===== src/rtl/alu_mc.sv =====
`default_nettype none
// ============================================================================
//  Module      : alu_mc
//  Description : Multi-cycle integer ALU with valid/ready handshake and a
//                registered result. Single-cycle ops finish in one cycle;
//                IMUL (shift-add) takes WIDTH+1 cycles. Build option macro
//                ALU_MC_DIV_EN adds a restoring divider for IDIV/IDIVU/IREM/
//                IREMU; without it those opcodes return 0 in one cycle.
//  Revision    : 1.0  initial release
// ============================================================================
module alu_mc #(
    parameter int WIDTH = 32
) (
    input  logic             clk,
    input  logic             rst,
    input  logic             in_valid,
    output logic             in_ready,
    input  logic [WIDTH-1:0] in_a,
    input  logic [WIDTH-1:0] in_b,
    input  logic [4:0]       instruction,
    output logic             out_valid,
    input  logic             out_ready,
    output logic [WIDTH-1:0] result,
    output logic             flag_zero,
    output logic             flag_ovf
);
    localparam int SHAMT_W = $clog2(WIDTH);

    // Opcode encoding
    localparam logic [4:0] c_IADD  = 5'd0;
    localparam logic [4:0] c_IAND  = 5'd1;
    localparam logic [4:0] c_IOR   = 5'd2;
    localparam logic [4:0] c_IXOR  = 5'd3;
    localparam logic [4:0] c_IPAS  = 5'd4;
    localparam logic [4:0] c_ISUB  = 5'd5;
    localparam logic [4:0] c_ILT   = 5'd6;
    localparam logic [4:0] c_ILTU  = 5'd7;
    localparam logic [4:0] c_IGE   = 5'd8;
    localparam logic [4:0] c_IGEU  = 5'd9;
    localparam logic [4:0] c_IEQ   = 5'd10;
    localparam logic [4:0] c_INE   = 5'd11;
    localparam logic [4:0] c_ISLL  = 5'd12;
    localparam logic [4:0] c_ISRL  = 5'd13;
    localparam logic [4:0] c_ISRA  = 5'd14;
    localparam logic [4:0] c_IMUL  = 5'd15;
    localparam logic [4:0] c_IDIV  = 5'd16;
    localparam logic [4:0] c_IDIVU = 5'd17;
    localparam logic [4:0] c_IREM  = 5'd18;
    localparam logic [4:0] c_IREMU = 5'd19;

    localparam logic [1:0] c_IDLE = 2'd0;
    localparam logic [1:0] c_BUSY = 2'd1;
    localparam logic [1:0] c_DONE = 2'd2;

    localparam logic [SHAMT_W-1:0] c_CNT_LAST = SHAMT_W'(WIDTH - 1);

    logic [1:0]         r_state;
    logic [1:0]         w_state_nx;
    logic [SHAMT_W-1:0] r_cnt;
    logic [WIDTH-1:0]   r_result;
    logic               r_zero;
    logic               r_ovf;
    logic               w_accept;
    logic               w_is_div;
    logic               w_is_iter;
    logic               w_last;

    // Single-cycle datapath signals
    logic [WIDTH:0]     w_sum;
    logic [WIDTH:0]     w_diff;
    logic               w_ovf_add;
    logic               w_ovf_sub;
    logic               w_lt;
    logic               w_ltu;
    logic [SHAMT_W-1:0] w_shamt;
    logic [WIDTH-1:0]   w_alu_res;
    logic               w_alu_ovf;

    // Multiplier working state
    logic [WIDTH-1:0]   r_acc;
    logic [WIDTH-1:0]   r_mcand;
    logic [WIDTH-1:0]   r_mplier;
    logic [WIDTH-1:0]   w_acc_nx;
    logic [WIDTH-1:0]   w_iter_res;

    assign w_accept = in_valid && in_ready;
    assign w_last   = (r_cnt == c_CNT_LAST);

`ifdef ALU_MC_DIV_EN
    assign w_is_div = (instruction == c_IDIV)  || (instruction == c_IDIVU) ||
                      (instruction == c_IREM)  || (instruction == c_IREMU);
`else
    assign w_is_div = 1'b0;
`endif
    assign w_is_iter = (instruction == c_IMUL) || w_is_div;

    // Adder/subtractor with zero-extended operands; top bit is carry/borrow
    assign w_sum     = {1'b0, in_a} + {1'b0, in_b};
    assign w_diff    = {1'b0, in_a} - {1'b0, in_b};
    // Signed overflow = carry into MSB xor carry out of MSB
    assign w_ovf_add = w_sum[WIDTH] ^ in_a[WIDTH-1] ^ in_b[WIDTH-1] ^ w_sum[WIDTH-1];
    assign w_ovf_sub = (in_a[WIDTH-1] != in_b[WIDTH-1]) && (w_diff[WIDTH-1] != in_a[WIDTH-1]);
    assign w_ltu     = w_diff[WIDTH];
    assign w_lt      = w_diff[WIDTH-1] ^ w_ovf_sub;
    assign w_shamt   = in_b[SHAMT_W-1:0];

    // Single-cycle result selection; unknown opcodes behave as subtract
    always_comb begin
        w_alu_res = w_diff[WIDTH-1:0];
        w_alu_ovf = w_ovf_sub;
        case (instruction)
            c_IADD:  begin w_alu_res = w_sum[WIDTH-1:0]; w_alu_ovf = w_ovf_add; end
            c_IAND:  begin w_alu_res = in_a & in_b;      w_alu_ovf = 1'b0; end
            c_IOR:   begin w_alu_res = in_a | in_b;      w_alu_ovf = 1'b0; end
            c_IXOR:  begin w_alu_res = in_a ^ in_b;      w_alu_ovf = 1'b0; end
            c_IPAS:  begin w_alu_res = in_b;             w_alu_ovf = 1'b0; end
            c_ISUB:  begin w_alu_res = w_diff[WIDTH-1:0]; w_alu_ovf = w_ovf_sub; end
            c_ILT:   begin w_alu_res = {{(WIDTH-1){1'b0}}, w_lt};   w_alu_ovf = 1'b0; end
            c_ILTU:  begin w_alu_res = {{(WIDTH-1){1'b0}}, w_ltu};  w_alu_ovf = 1'b0; end
            c_IGE:   begin w_alu_res = {{(WIDTH-1){1'b0}}, ~w_lt};  w_alu_ovf = 1'b0; end
            c_IGEU:  begin w_alu_res = {{(WIDTH-1){1'b0}}, ~w_ltu}; w_alu_ovf = 1'b0; end
            c_IEQ:   begin w_alu_res = {{(WIDTH-1){1'b0}}, (in_a == in_b)}; w_alu_ovf = 1'b0; end
            c_INE:   begin w_alu_res = {{(WIDTH-1){1'b0}}, (in_a != in_b)}; w_alu_ovf = 1'b0; end
            c_ISLL:  begin w_alu_res = in_a << w_shamt;  w_alu_ovf = 1'b0; end
            c_ISRL:  begin w_alu_res = in_a >> w_shamt;  w_alu_ovf = 1'b0; end
            c_ISRA:  begin w_alu_res = $signed(in_a) >>> w_shamt; w_alu_ovf = 1'b0; end
            // Iterative ops overwrite the result later; divides land here when the divider is absent
            c_IMUL, c_IDIV, c_IDIVU, c_IREM, c_IREMU:
                     begin w_alu_res = '0;               w_alu_ovf = 1'b0; end
            default: begin w_alu_res = w_diff[WIDTH-1:0]; w_alu_ovf = w_ovf_sub; end
        endcase
    end

    // Shift-add step: add multiplicand when the current multiplier bit is set
    assign w_acc_nx = r_acc + (r_mplier[0] ? r_mcand : '0);

    // Multiplier operand latch at accept, then one bit per BUSY cycle
    always_ff @(posedge clk) begin
        if (w_accept) begin
            r_acc    <= '0;
            r_mcand  <= in_a;
            r_mplier <= in_b;
        end else if (r_state == c_BUSY) begin
            r_acc    <= w_acc_nx;
            r_mcand  <= r_mcand << 1;
            r_mplier <= r_mplier >> 1;
        end
    end

`ifdef ALU_MC_DIV_EN
    logic               r_div_op;
    logic               r_is_rem;
    logic               r_neg_q;
    logic               r_neg_r;
    logic               r_dz;
    logic [WIDTH-1:0]   r_a_orig;
    logic [WIDTH-1:0]   r_dvsr;
    logic [WIDTH-1:0]   r_quo;
    logic [WIDTH-1:0]   r_rem;
    logic               w_div_signed;
    logic [WIDTH:0]     w_rem_sh;
    logic [WIDTH+1:0]   w_sub;
    logic               w_ge;
    logic [WIDTH-1:0]   w_rem_nx;
    logic [WIDTH-1:0]   w_quo_nx;
    logic [WIDTH-1:0]   w_div_res;
    logic               w_unused_sub_bit;

    assign w_div_signed = (instruction == c_IDIV) || (instruction == c_IREM);

    // Restoring step: shift next dividend bit in, subtract divisor if it fits
    assign w_rem_sh         = {r_rem, r_quo[WIDTH-1]};
    assign w_sub            = {1'b0, w_rem_sh} - {2'b00, r_dvsr};
    assign w_ge             = ~w_sub[WIDTH+1];
    assign w_rem_nx         = w_ge ? w_sub[WIDTH-1:0] : w_rem_sh[WIDTH-1:0];
    assign w_quo_nx         = {r_quo[WIDTH-2:0], w_ge};
    assign w_unused_sub_bit = w_sub[WIDTH];

    // Final sign fix-up and divide-by-zero override
    always_comb begin
        w_div_res = r_is_rem ? (r_neg_r ? -w_rem_nx : w_rem_nx)
                             : (r_neg_q ? -w_quo_nx : w_quo_nx);
        if (r_dz) begin
            w_div_res = r_is_rem ? r_a_orig : '1;
        end
    end

    // Divider operand latch (magnitudes and sign info) and iteration
    always_ff @(posedge clk) begin
        if (w_accept) begin
            r_div_op <= w_is_div;
            r_is_rem <= (instruction == c_IREM) || (instruction == c_IREMU);
            r_neg_q  <= w_div_signed && (in_a[WIDTH-1] ^ in_b[WIDTH-1]);
            r_neg_r  <= w_div_signed && in_a[WIDTH-1];
            r_dz     <= (in_b == '0);
            r_a_orig <= in_a;
            r_quo    <= (w_div_signed && in_a[WIDTH-1]) ? -in_a : in_a;
            r_dvsr   <= (w_div_signed && in_b[WIDTH-1]) ? -in_b : in_b;
            r_rem    <= '0;
        end else if (r_state == c_BUSY) begin
            r_quo    <= w_quo_nx;
            r_rem    <= w_rem_nx;
        end
    end

    assign w_iter_res = r_div_op ? w_div_res : w_acc_nx;
`else
    assign w_iter_res = w_acc_nx;
`endif

    // Result/flag register and iteration counter
    always_ff @(posedge clk) begin
        if (rst) begin
            r_cnt    <= '0;
            r_result <= '0;
            r_zero   <= 1'b0;
            r_ovf    <= 1'b0;
        end else if (w_accept) begin
            r_cnt <= '0;
            if (!w_is_iter) begin
                r_result <= w_alu_res;
                r_zero   <= (w_alu_res == '0);
                r_ovf    <= w_alu_ovf;
            end
        end else if (r_state == c_BUSY) begin
            r_cnt <= r_cnt + SHAMT_W'(1);
            if (w_last) begin
                r_result <= w_iter_res;
                r_zero   <= (w_iter_res == '0);
                r_ovf    <= 1'b0;
            end
        end
    end

    // FSM state register
    always_ff @(posedge clk) begin
        if (rst) begin
            r_state <= c_IDLE;
        end else begin
            r_state <= w_state_nx;
        end
    end

    // FSM next-state logic
    always_comb begin
        w_state_nx = r_state;
        case (r_state)
            c_IDLE: begin
                if (w_accept) begin
                    w_state_nx = w_is_iter ? c_BUSY : c_DONE;
                end
            end
            c_BUSY: begin
                if (w_last) begin
                    w_state_nx = c_DONE;
                end
            end
            c_DONE: begin
                if (out_ready) begin
                    if (w_accept) begin
                        w_state_nx = w_is_iter ? c_BUSY : c_DONE;
                    end else begin
                        w_state_nx = c_IDLE;
                    end
                end
            end
            default: w_state_nx = c_IDLE;
        endcase
    end

    // FSM outputs: ready when idle or when the held result drains this cycle
    always_comb begin
        in_ready  = !rst && ((r_state == c_IDLE) || ((r_state == c_DONE) && out_ready));
        out_valid = !rst && (r_state == c_DONE);
        result    = r_result;
        flag_zero = r_zero;
        flag_ovf  = r_ovf;
    end

endmodule
`default_nettype wire

===== config.mk =====
export PLATFORM = sky130hd
export DESIGN_NAME = alu_mc
export DESIGN_NICKNAME = d
export VERILOG_FILES = /design/src/rtl/alu_mc.sv
export SDC_FILE = /design/constraint.sdc
export NUM_CORES = 1
export LEC_CHECK = 0
export ABC_AREA = 0
export ABC_CLOCK_PERIOD_IN_PS = 5700
export BUFFER_PORTS_ARGS = -buffer_cell sky130_fd_sc_hd__buf_2
export CELL_PAD_IN_SITES_DETAIL_PLACEMENT = 1
export CELL_PAD_IN_SITES_GLOBAL_PLACEMENT = 2
export CORE_MARGIN = 2
export CORE_UTILIZATION = 34
export CTS_BUF_LIST = sky130_fd_sc_hd__clkbuf_16
export DETAILED_ROUTE_END_ITERATION = 6
export PLACE_DENSITY = 0.8
export SYNTH_ARGS = -nofsm -noshare
export SYNTH_HDL_FRONTEND = slang
export SYNTH_SLANG_ARGS = --single-unit

===== constraint.sdc =====
create_clock -name clk -period 5.7 [get_ports clk]
set_clock_uncertainty 0.1 [all_clocks]
set_input_delay 0.855 -clock clk [delete_from_list [all_inputs] [get_ports clk]]
set_output_delay 0.855 -clock clk [all_outputs]
set_load 0.02 [all_outputs]

==> reports/metrics.csv, run 1 <==
metric;value;unit
vias;20100;
slew_viol_final;0;
async_flop_share;0;%
synth.area.mux_share;12.2;%
synth_xor_xnor_area_share;2.37;%
fmax;186;MHz
p_int;2.30;mW
synth_fa_ha_area_share;10.1;%
yosysSeqAreaShare;19.5;%
worst-r2r-setup-slack;0.94;ns
end_kind;flop;
vias_per_cell;6.44;
dpl-instance-area;19800;um2
r2r_cells;16;
cts_made_buffers;17;
syn_nets;2469;
cts_hold_buf;0;
tritoncts;built;
synth.area.top_cells;edfxtp_1 (11%), ha_1 (9.6%), dfxtp_1 (8.4%), mux4_2 (8.3%), nand2_1 (5.5%);
combPwrFrac;41.9;%
min_path_type;reg -> reg;
criticalPathCategory;in -> reg;
cts_buffer_depth;2;
finalHoldViolations;0;
grt_overflow_total;0;
yosys_warnings;0;
worstPathRequired;6.04;ns
synth_top_family_by_area;compound AO/OA/AOI/OAI gates;
fin_area;20400;um2
syn_area;17400;um2
dieArea;53000;um2
synth_top_flop_cell;dfxtp_1;
cp-start-kind;input pin;
clk_pin_slew;0.06;ns
finalCritPeriodShare;94.2;%
worst_hold_startpoint;result[17]$_SDFFE_PP0P_;
rsz0062_at_grt;no;
dp_hpwl;73100;um
fin_util;40.6;%
cts_root_buf;clkbuf_16;
power.density;188;nW/um2
drive_gt1_share;19.9;%
finalWirelength;92700;um
synth.largest_area_cell;edfxtp_1;
period_minus_slack;5.37;ns
core-area;50400;um2
ir_drop;240;uV
setup_viol;0;
dieHeight;230;um
p_leak;8.51;nW
ctsHtreeMaxLevel;4;
grt_pass1_wl;136000;um
grtUsageTotal;34.6;%
grt_max_degree;79;
drt-pass1-iter-count;5;
slew_headroom;28.6;%
timing_worst_slew_pin_value;1.07;ns
grt_antenna_before_repair;5;
cp_max_fo;2;
dr.first_iter.drc_count;2179;
synth_top_area_share;11.1;%
seqPwrFrac;28.7;%
port_buffers;108;
cp.arrival;5.71;ns
synthDistinctLibCells;82;
synthSimpleGateAreaFrac;21.3;%
rows;82;
num_io_pins;109;
r2r_end;flag_zero$_SDFFE_PP0P_;
p_switching;1.55;mW
start_util;34.5;%
fin_hold_ws;0.347;ns
status;completed;
cts_sinks;137;
ant_nets;0;
post_drt_wl_per_cell;29.6;um
synth-compound-area-share;28.3;%
syn_area_per_cell;7.70;um2
synth-seq-cells;137;
synthTopCellsByCount;nand2_1 (254), nor2_1 (207), o21ai_0 (184);
drv_cap;0;
synth.most_common_cell;nand2_1;
dieWidth;230;um
reg2reg_from;r_mcand[0]$_SDFFCE_PN0P_;
drc;0;
gp_congestion;0.992;
whs_path_depth;2;
nets;2650;
synth_edf_count;64;
first_global_vias;20000;
syn_to_final_growth;17.6;%
switching_share;40.2;%
clkPwrFrac;29.4;%
syn_inst;2258;
clk_latency;0.50;ns
min_to;result[17]$_SDFFE_PP0P_;
## cells by family (layout without fill, tap and decap cells)
kind of cell | Yosys count | after routing
and+or+nand+nor | 793 | 793
AOI/OAI and AO/OA | 740 | 740
buffers and inverters | 275 | 469
adders and majority gates | 138 | 138
DFF | 137 | 137
muxes | 128 | 128
xor gates and xnor gates | 47 | 47
other | 0 | 2
## what timing repair did
action                                 in CTS  in global routing
buffers inserted                            0                  2
endpoints found under the hold margin       0                  0
setup endpoints to repair                   0                  1
resized for setup                           0                  5
## sequential cells by signal, indices dropped and copies added, names as in the netlist
| signal | flops |
|---|---|
| flag_zero | 1 |
| result | 32 |
| r_mcand | 32 |
| r_acc | 32 |
| r_state | 2 |
| flag_ovf | 1 |
| r_cnt | 5 |
| r_mplier | 32 |
## power groups by stage
stage | Combinational, mW | Sequential, mW | Clock (mW)
floorplan | 0.869 | 1.14 | 0
global placement | 1.54 | 1.12 | 0
detailed placement | 1.55 | 1.12 | 0
CTS | 1.56 | 1.10 | 1.16
global route | 1.70 | 1.11 | 1.19
finish | 1.61 | 1.10 | 1.13
## how the worst max path moves through the flow
stage | startpoint | slack (ns) | end
5_1_grt | in_a[12] | 0.03 | flag_zero$_SDFFE_PP0P_
6_report | in_a[10] | 0.33 | flag_zero$_SDFFE_PP0P_
3_5_place_dp | in_b[1] | -0.19 | flag_zero$_SDFFE_PP0P_
4_1_cts | in_a[10] | 0.29 | flag_zero$_SDFFE_PP0P_
2_1_floorplan | in_b[2] | 0.03 | flag_zero$_SDFFE_PP0P_
3_3_place_gp | in_a[10] | 0.03 | flag_zero$_SDFFE_PP0P_
## per-layer routing
layer	share of wire, %	GRT usage [%]	vias up
li1	-	-	8793
met1	43	46.1	10100
met5	0.014	0	-
met4	4.5	15.0	2
met2	45	54.6	1017
met3	8.0	6.36	201
## layout make-up
cell class                      count  area (um2)
Inverter                          110         413
Sequential cell                   137        3380
Fill cell                        6200       29900
Clock inverter                     13        98.8
Clock buffer                       19         475
Antenna cell                        2        5.00
Multi-Input combinational cell   1846       13000
Timing Repair Buffer              327        2270
Tap cell                          672         841
## critical path: stages
cell and delay (ns):
buf_2 0.18, inv_1 0.08, ha_1 0.31, nor3_1 0.18
buf_4 0.16, o211ai_1 0.10, a31oi_1 0.40, o21ai_0 0.15
buf_4 0.17, a31oi_1 0.21, o211ai_1 0.14, a21oi_1 0.18
nor2_1 0.06, nor2_1 0.10, nor2_1 0.06, fa_2 0.35
nand3_1 0.07, o21ai_0 0.10, a22oi_1 0.22, o22ai_1 0.12
o32ai_2 0.28, o311a_1 0.33, o311ai_1 0.14, nor4_1 0.33
and3_1 0.20, a32o_1 0.13, a31o_1 0.09
## stage by stage
| step | power [mW] | setup WS [ns] | instances | setup TNS, ns |
|---|---|---|---|---|
| after floorplan | 2.01 | 0.0294 | 2258 | 0 |
| after global placement | 2.66 | 0.0270 | 3090 | 0 |
| after detailed placement | 2.68 | -0.191 | 3090 | -0.191 |
| after CTS | 3.83 | 0.292 | 3122 | 0 |
| after global routing | 4.00 | 0.0303 | 3124 | 0 |
| final | 3.85 | 0.333 | 3126 | 0 |
## cells in the final DEF (no fill, tap or decap), types with 21 or more instances in the layout
cell        n
a211oi_1   44
a21o_1     31
a21oi_1   165
a221oi_1   23
a31oi_1    22
and2_1     47
buf_2     107
buf_4     213
dfxtp_1    73
edfxtp_1   64
ha_1      134
inv_1     108
mux2_2     25
mux2i_1    39
mux4_2     64
nand2_1   253
nand2b_1   24
nand3_1    72
nor2_1    204
nor3_1     54
nor4_1     21
o211ai_1   40
o21ai_0   184
xnor2_1    30
Note: power is estimated with default switching activity, not from simulation.
==> inputs of run 2 (changes only) <==
Settings changed: PLACE_DENSITY 0.8 to 0.77, REMOVE_ABC_BUFFERS set to 1.
==> reports/metrics.csv, run 2 (synthesized netlist as in run 1, its figures left out) <==
metric;value;unit;change
finalHoldViolations;0;;unchanged
power.density;185;nW/um2;was 188 nW/um2
cpPeakStageDelay;0.41;ns;was 0.40 ns
cts_made_buffers;17;;unchanged
grt_overflow_total;0;;unchanged
slew_headroom;29.7;%;was 28.6%
min_path_type;reg -> reg;;unchanged
status;completed;;unchanged
start_util;34.5;%;unchanged
dp_hpwl;76000;um;was 73,100 um
drt-pass1-iter-count;5;;unchanged
first_global_vias;20200;;was 20,000
fillers;6156;;was 6,200
cts_sinks;137;;unchanged
timing_worst_slew_pin_value;1.05;ns;was 1.07 ns
drv_cap;0;;unchanged
ant_nets;0;;unchanged
dieArea;53000;um2;unchanged
gp_congestion;0.997;;was 0.992
dieHeight;230;um;unchanged
dieWidth;230;um;unchanged
finalCritPeriodShare;94.3;%;was 94.2%
period_minus_slack;5.37;ns;about the same
post_drt_wl_per_cell;30.0;um;was 29.6 um
layout_common_cells;buf_4 (262), nand2_1 (253), nor2_1 (203);;was nand2_1 (253), buf_4 (213), nor2_1 (204)
p_leak;8.73;nW;was 8.51 nW
clkPwrFrac;28.4;%;was 29.4%
drc;0;;unchanged
clk_pin_slew;0.07;ns;was 0.06 ns
cts_buffer_depth;2;;unchanged
end_kind;flop;;unchanged
multi_input_area;13000;um2;about the same
fin_area;20800;um2;was 20,400 um2
fmax;186;MHz;about the same
port_buffers;108;;unchanged
cts_root_buf;clkbuf_16;;unchanged
met2_usage;55.8;%;was 54.6%
clk_latency;0.48;ns;was 0.50 ns
combPwrFrac;43.0;%;was 41.9%
syn_to_final_growth;19.9;%;was 17.6%
grt.busiest_layer;met2;;unchanged
cp_max_fo;4;;was 2
met1_usage;47.2;%;was 46.1%
worst-r2r-setup-slack;1.11;ns;was 0.94 ns
grt_max_degree;64;;was 79
vias;19800;;was 20,100
seqPwrFrac;28.6;%;was 28.7%
nets;2698;;was 2,650
tritoncts;built;;unchanged
vias_per_cell;6.25;;was 6.44
fin_util;41.4;%;was 40.6%
worstPathRequired;6.02;ns;was 6.04 ns
dr.first_iter.drc_count;1743;;was 2,179
dpl-instance-area;20200;um2;was 19,800 um2
core-area;50400;um2;unchanged
rows;82;;unchanged
criticalPathCategory;in -> reg;;unchanged
ir_drop;226;uV;was 240 uV
switching_share;40.5;%;was 40.2%
cp.arrival;5.70;ns;was 5.71 ns
drive_gt1_share;21.8;%;was 19.9%
p_switching;1.56;mW;was 1.55 mW
final_common_cell;buf_4;;was nand2_1
met3_usage;6.26;%;was 6.36%
p_int;2.29;mW;was 2.30 mW
ctsHtreeMaxLevel;4;;unchanged
cp-start-kind;input pin;;unchanged
register_area;3380;um2;unchanged
finalWirelength;95200;um;was 92,700 um
grt_pass1_wl;139000;um;was 136,000 um
setup_viol;0;;unchanged
critPathSlowestCell;a311o_1;;was a31oi_1
grt_antenna_before_repair;5;;unchanged
grtUsageTotal;35.5;%;was 34.6%
num_io_pins;109;;unchanged
slew_viol_final;0;;unchanged
## run 2: changes by cell type in the layout (fill, tap and decap cells not counted), sizes merged
cell	change
buf	+48
bufinv	-1
clkinv	-2
clkinvlp	+2
diode	-1
inv	+1
## run 2: cell type report
cell class              instances  area share (%)
diodes                          1          0.0120
flip-flops and latches        137            16.2
clock buffers                  19            2.28
well taps                     672            4.03
repair buffers                375            12.6
clock inverters                13           0.366
inverters                     110            2.00
multi-input cells            1846            62.5
## run 2: final timing paths
kind,from,depth (start not counted),to
min reg2reg,result[25]$_SDFFE_PP0P_,2,result[25]$_SDFFE_PP0P_
max reg2reg,r_mplier[0]$_DFFE_PP_,14,flag_zero$_SDFFE_PP0P_
min,result[25]$_SDFFE_PP0P_,2,result[25]$_SDFFE_PP0P_
max,in_a[9],29,flag_zero$_SDFFE_PP0P_
## run 2: worst max-delay path, delay by kind of cell
kind	cells	cell delay, ns
AND/OR/NAND/NOR	7	0.89
AO/OA/AOI/OAI	14	2.52
adder cells (fa/ha/maj)	2	0.57
buffers and inverters	6	0.87
## run 2: metal layers
| layer | part of all wire [%] | up-vias |
|---|---|---|
| met5 | 0.024 | - |
| met4 | 5.0 | 4 |
| met3 | 7.2 | 173 |
| met2 | 45 | 790 |
| met1 | 43 | 9952 |
| li1 | - | 8900 |
## run 2: what timing repair did
item,in CTS,in global routing
hold buffers,0,0
setup endpoints to repair,1,1
buffers inserted,0,2
pin swaps,0,7
gates resized for setup,1,16
gates cloned,0,0
## run 2: per-stage QoR
| stage | cells | power [mW] | setup TNS (ns) | hold slack, ns | setup WS [ns] |
|---|---|---|---|---|---|
| 2_1_floorplan | 2093 | 1.94 | -0.0892 | 0.332 | -0.0892 |
| 3_3_place_gp | 3138 | 2.70 | -0.273 | 0.334 | -0.273 |
| 3_5_place_dp | 3138 | 2.72 | -0.555 | 0.350 | -0.517 |
| 4_1_cts | 3170 | 3.84 | 0 | 0.358 | 0.112 |
| 5_1_grt | 3173 | 4.01 | -0.00270 | 0.375 | -0.00270 |
| 6_report | 3173 | 3.85 | 0 | 0.352 | 0.326 |
## run 2: power by group through the flow
stage	Clock [mW]	Sequential, mW	Combinational [mW]
after floorplan	0	1.14	0.805
after global placement	0	1.12	1.58
after detailed placement	0	1.12	1.60
after CTS	1.13	1.10	1.61
after global routing	1.15	1.11	1.76
final	1.09	1.10	1.66
==> inputs of run 3 (changes only) <==
Settings changed: RECOVER_POWER set to 25.
==> reports/metrics.csv, run 3 (synthesized netlist as in run 1, its figures left out) <==
metric;value;unit;change
layout_common_cells;buf_4 (261), nand2_1 (254), nor2_1 (203);;was buf_4 (262), nand2_1 (253), nor2_1 (203)
first_global_vias;20200;;unchanged
worstPathRequired;6.02;ns;about the same
dieHeight;230;um;unchanged
dr.first_iter.drc_count;1790;;was 1,743
slew_headroom;-53.1;%;was 29.7%
nets;2698;;unchanged
switching_share;40.5;%;about the same
num_io_pins;109;;unchanged
reg2reg_from;r_state[1]$_SDFFE_PP0P_;;was r_mplier[0]$_DFFE_PP_
critPathSlowestCell;a311o_1;;unchanged
p_leak;8.58;nW;was 8.73 nW
power.density;185;nW/um2;about the same
period_minus_slack;5.33;ns;was 5.37 ns
violations;capacitance limit, slew limit;;
cpPeakStageDelay;0.41;ns;about the same
clk_pin_slew;0.07;ns;about the same
cts_root_buf;clkbuf_16;;unchanged
cts_sinks;137;;unchanged
criticalPathCategory;in -> reg;;unchanged
cts_buffer_depth;2;;unchanged
cts_hold_buf;0;;unchanged
drt-pass1-iter-count;5;;unchanged
status;finished with violations;;was completed
fmax;187;MHz;was 186 MHz
fin_util;41.3;%;was 41.4%
ant_nets;0;;unchanged
grt_max_degree;64;;unchanged
ctsHtreeMaxLevel;4;;unchanged
final_common_cell;buf_4;;unchanged
slew_viol_final;103;;was 0
gp_congestion;0.997;;unchanged
post_drt_wl_per_cell;30.0;um;about the same
drive_gt1_share;20.2;%;was 21.8%
cts_made_buffers;17;;unchanged
finalHoldViolations;0;;unchanged
vias;19800;;about the same
grt_pass1_wl;139000;um;unchanged
clkPwrFrac;28.4;%;about the same
final_cells;3173;;unchanged
grt_overflow_total;0;;unchanged
setup_viol;0;;unchanged
grt_antenna_before_repair;5;;unchanged
end_kind;flop;;unchanged
finalCritPeriodShare;93.6;%;was 94.3%
dp_hpwl;76000;um;unchanged
syn_to_final_growth;19.5;%;was 19.9%
seqPwrFrac;28.7;%;was 28.6%
worst_hold_startpoint;result[25]$_SDFFE_PP0P_;;unchanged
drc;0;;unchanged
timing_worst_slew_pin_value;2.29;ns;was 1.05 ns
cp_max_fo;4;;unchanged
dp.cells;3138;;unchanged
rows;82;;unchanged
cp.arrival;5.65;ns;was 5.70 ns
min_path_type;reg -> reg;;unchanged
cp-start-kind;input pin;;unchanged
vias_per_cell;6.25;;about the same
finalPower;3.85;mW;about the same
finalWirelength;95200;um;about the same
setup.worst_path.start;in_a[9];;unchanged
tns;0;ns;unchanged
dieArea;53000;um2;unchanged
p_int;2.29;mW;about the same
p_switching;1.56;mW;about the same
tritoncts;built;;unchanged
combPwrFrac;43.0;%;about the same
fin_hold_ws;0.353;ns;was 0.352 ns
core-area;50400;um2;unchanged
clk_latency;0.48;ns;about the same
dieWidth;230;um;unchanged
ir_drop;226;uV;about the same
grtUsageTotal;35.5;%;unchanged
port_buffers;108;;unchanged
start_util;34.5;%;unchanged
drv_cap;2;;was 0
## run 3: metrics by stage
stage	cell area, um2	setup WS (ns)
2_1_floorplan	16700	-0.0892
3_3_place_gp	20200	-0.273
3_5_place_dp	20200	-0.517
4_1_cts	20700	0.112
5_1_grt	20800	-0.00270
6_report	20800	0.366
## run 3: final timing paths
kind	endpoint	slack, ns	depth (start not counted)
setup / recovery	flag_zero$_SDFFE_PP0P_	0.37	29
hold / removal	result[25]$_SDFFE_PP0P_	0.35	2
setup reg to reg	r_mplier[7]$_DFFE_PP_	0.78	6
hold reg to reg	result[25]$_SDFFE_PP0P_	0.35	2
## run 3: area by class of cell
cell class	instances	area [um2]
fill	6178	29600
multi-input combinational	1846	13000
sequential	137	3380
timing repair buffer	375	2570
tap	672	841
clock buffer	19	475
inverter	110	417
clock inverter	13	76.3
antenna	1	2.50
## run 3: what timing repair did
item                       in CTS  in global routing
pin swaps                       0                  7
setup endpoints to repair       1                  1
buffers inserted                0                  2
resized for setup               1                 16
## run 3: routing by layer
| layer | wire (um) | track usage, % | up-vias |
|---|---|---|---|
| met1 | 40500 | 47.2 | 9922 |
| li1 | - | - | 8904 |
| met4 | 4860 | 16.9 | 4 |
| met2 | 42400 | 55.8 | 814 |
| met3 | 7430 | 6.26 | 190 |
| met5 | 23 | 0 | - |
## run 3: worst max-delay path, delay by kind of cell
| kind | cells | cell delay [ns] |
|---|---|---|
| AO/OA/AOI/OAI | 14 | 2.49 |
| buffers and inverters | 6 | 0.85 |
| adder cells (fa/ha/maj) | 2 | 0.57 |
| AND/OR/NAND/NOR | 7 | 0.89 |
## run 3: power groups by stage
stage                     clock network, mW  logic [mW]  registers, mW
after floorplan                           0       0.805           1.14
after global placement                    0        1.58           1.12
after detailed placement                  0        1.60           1.12
after CTS                              1.13        1.61           1.10
after global routing                   1.15        1.76           1.11
final                                  1.09        1.65           1.10
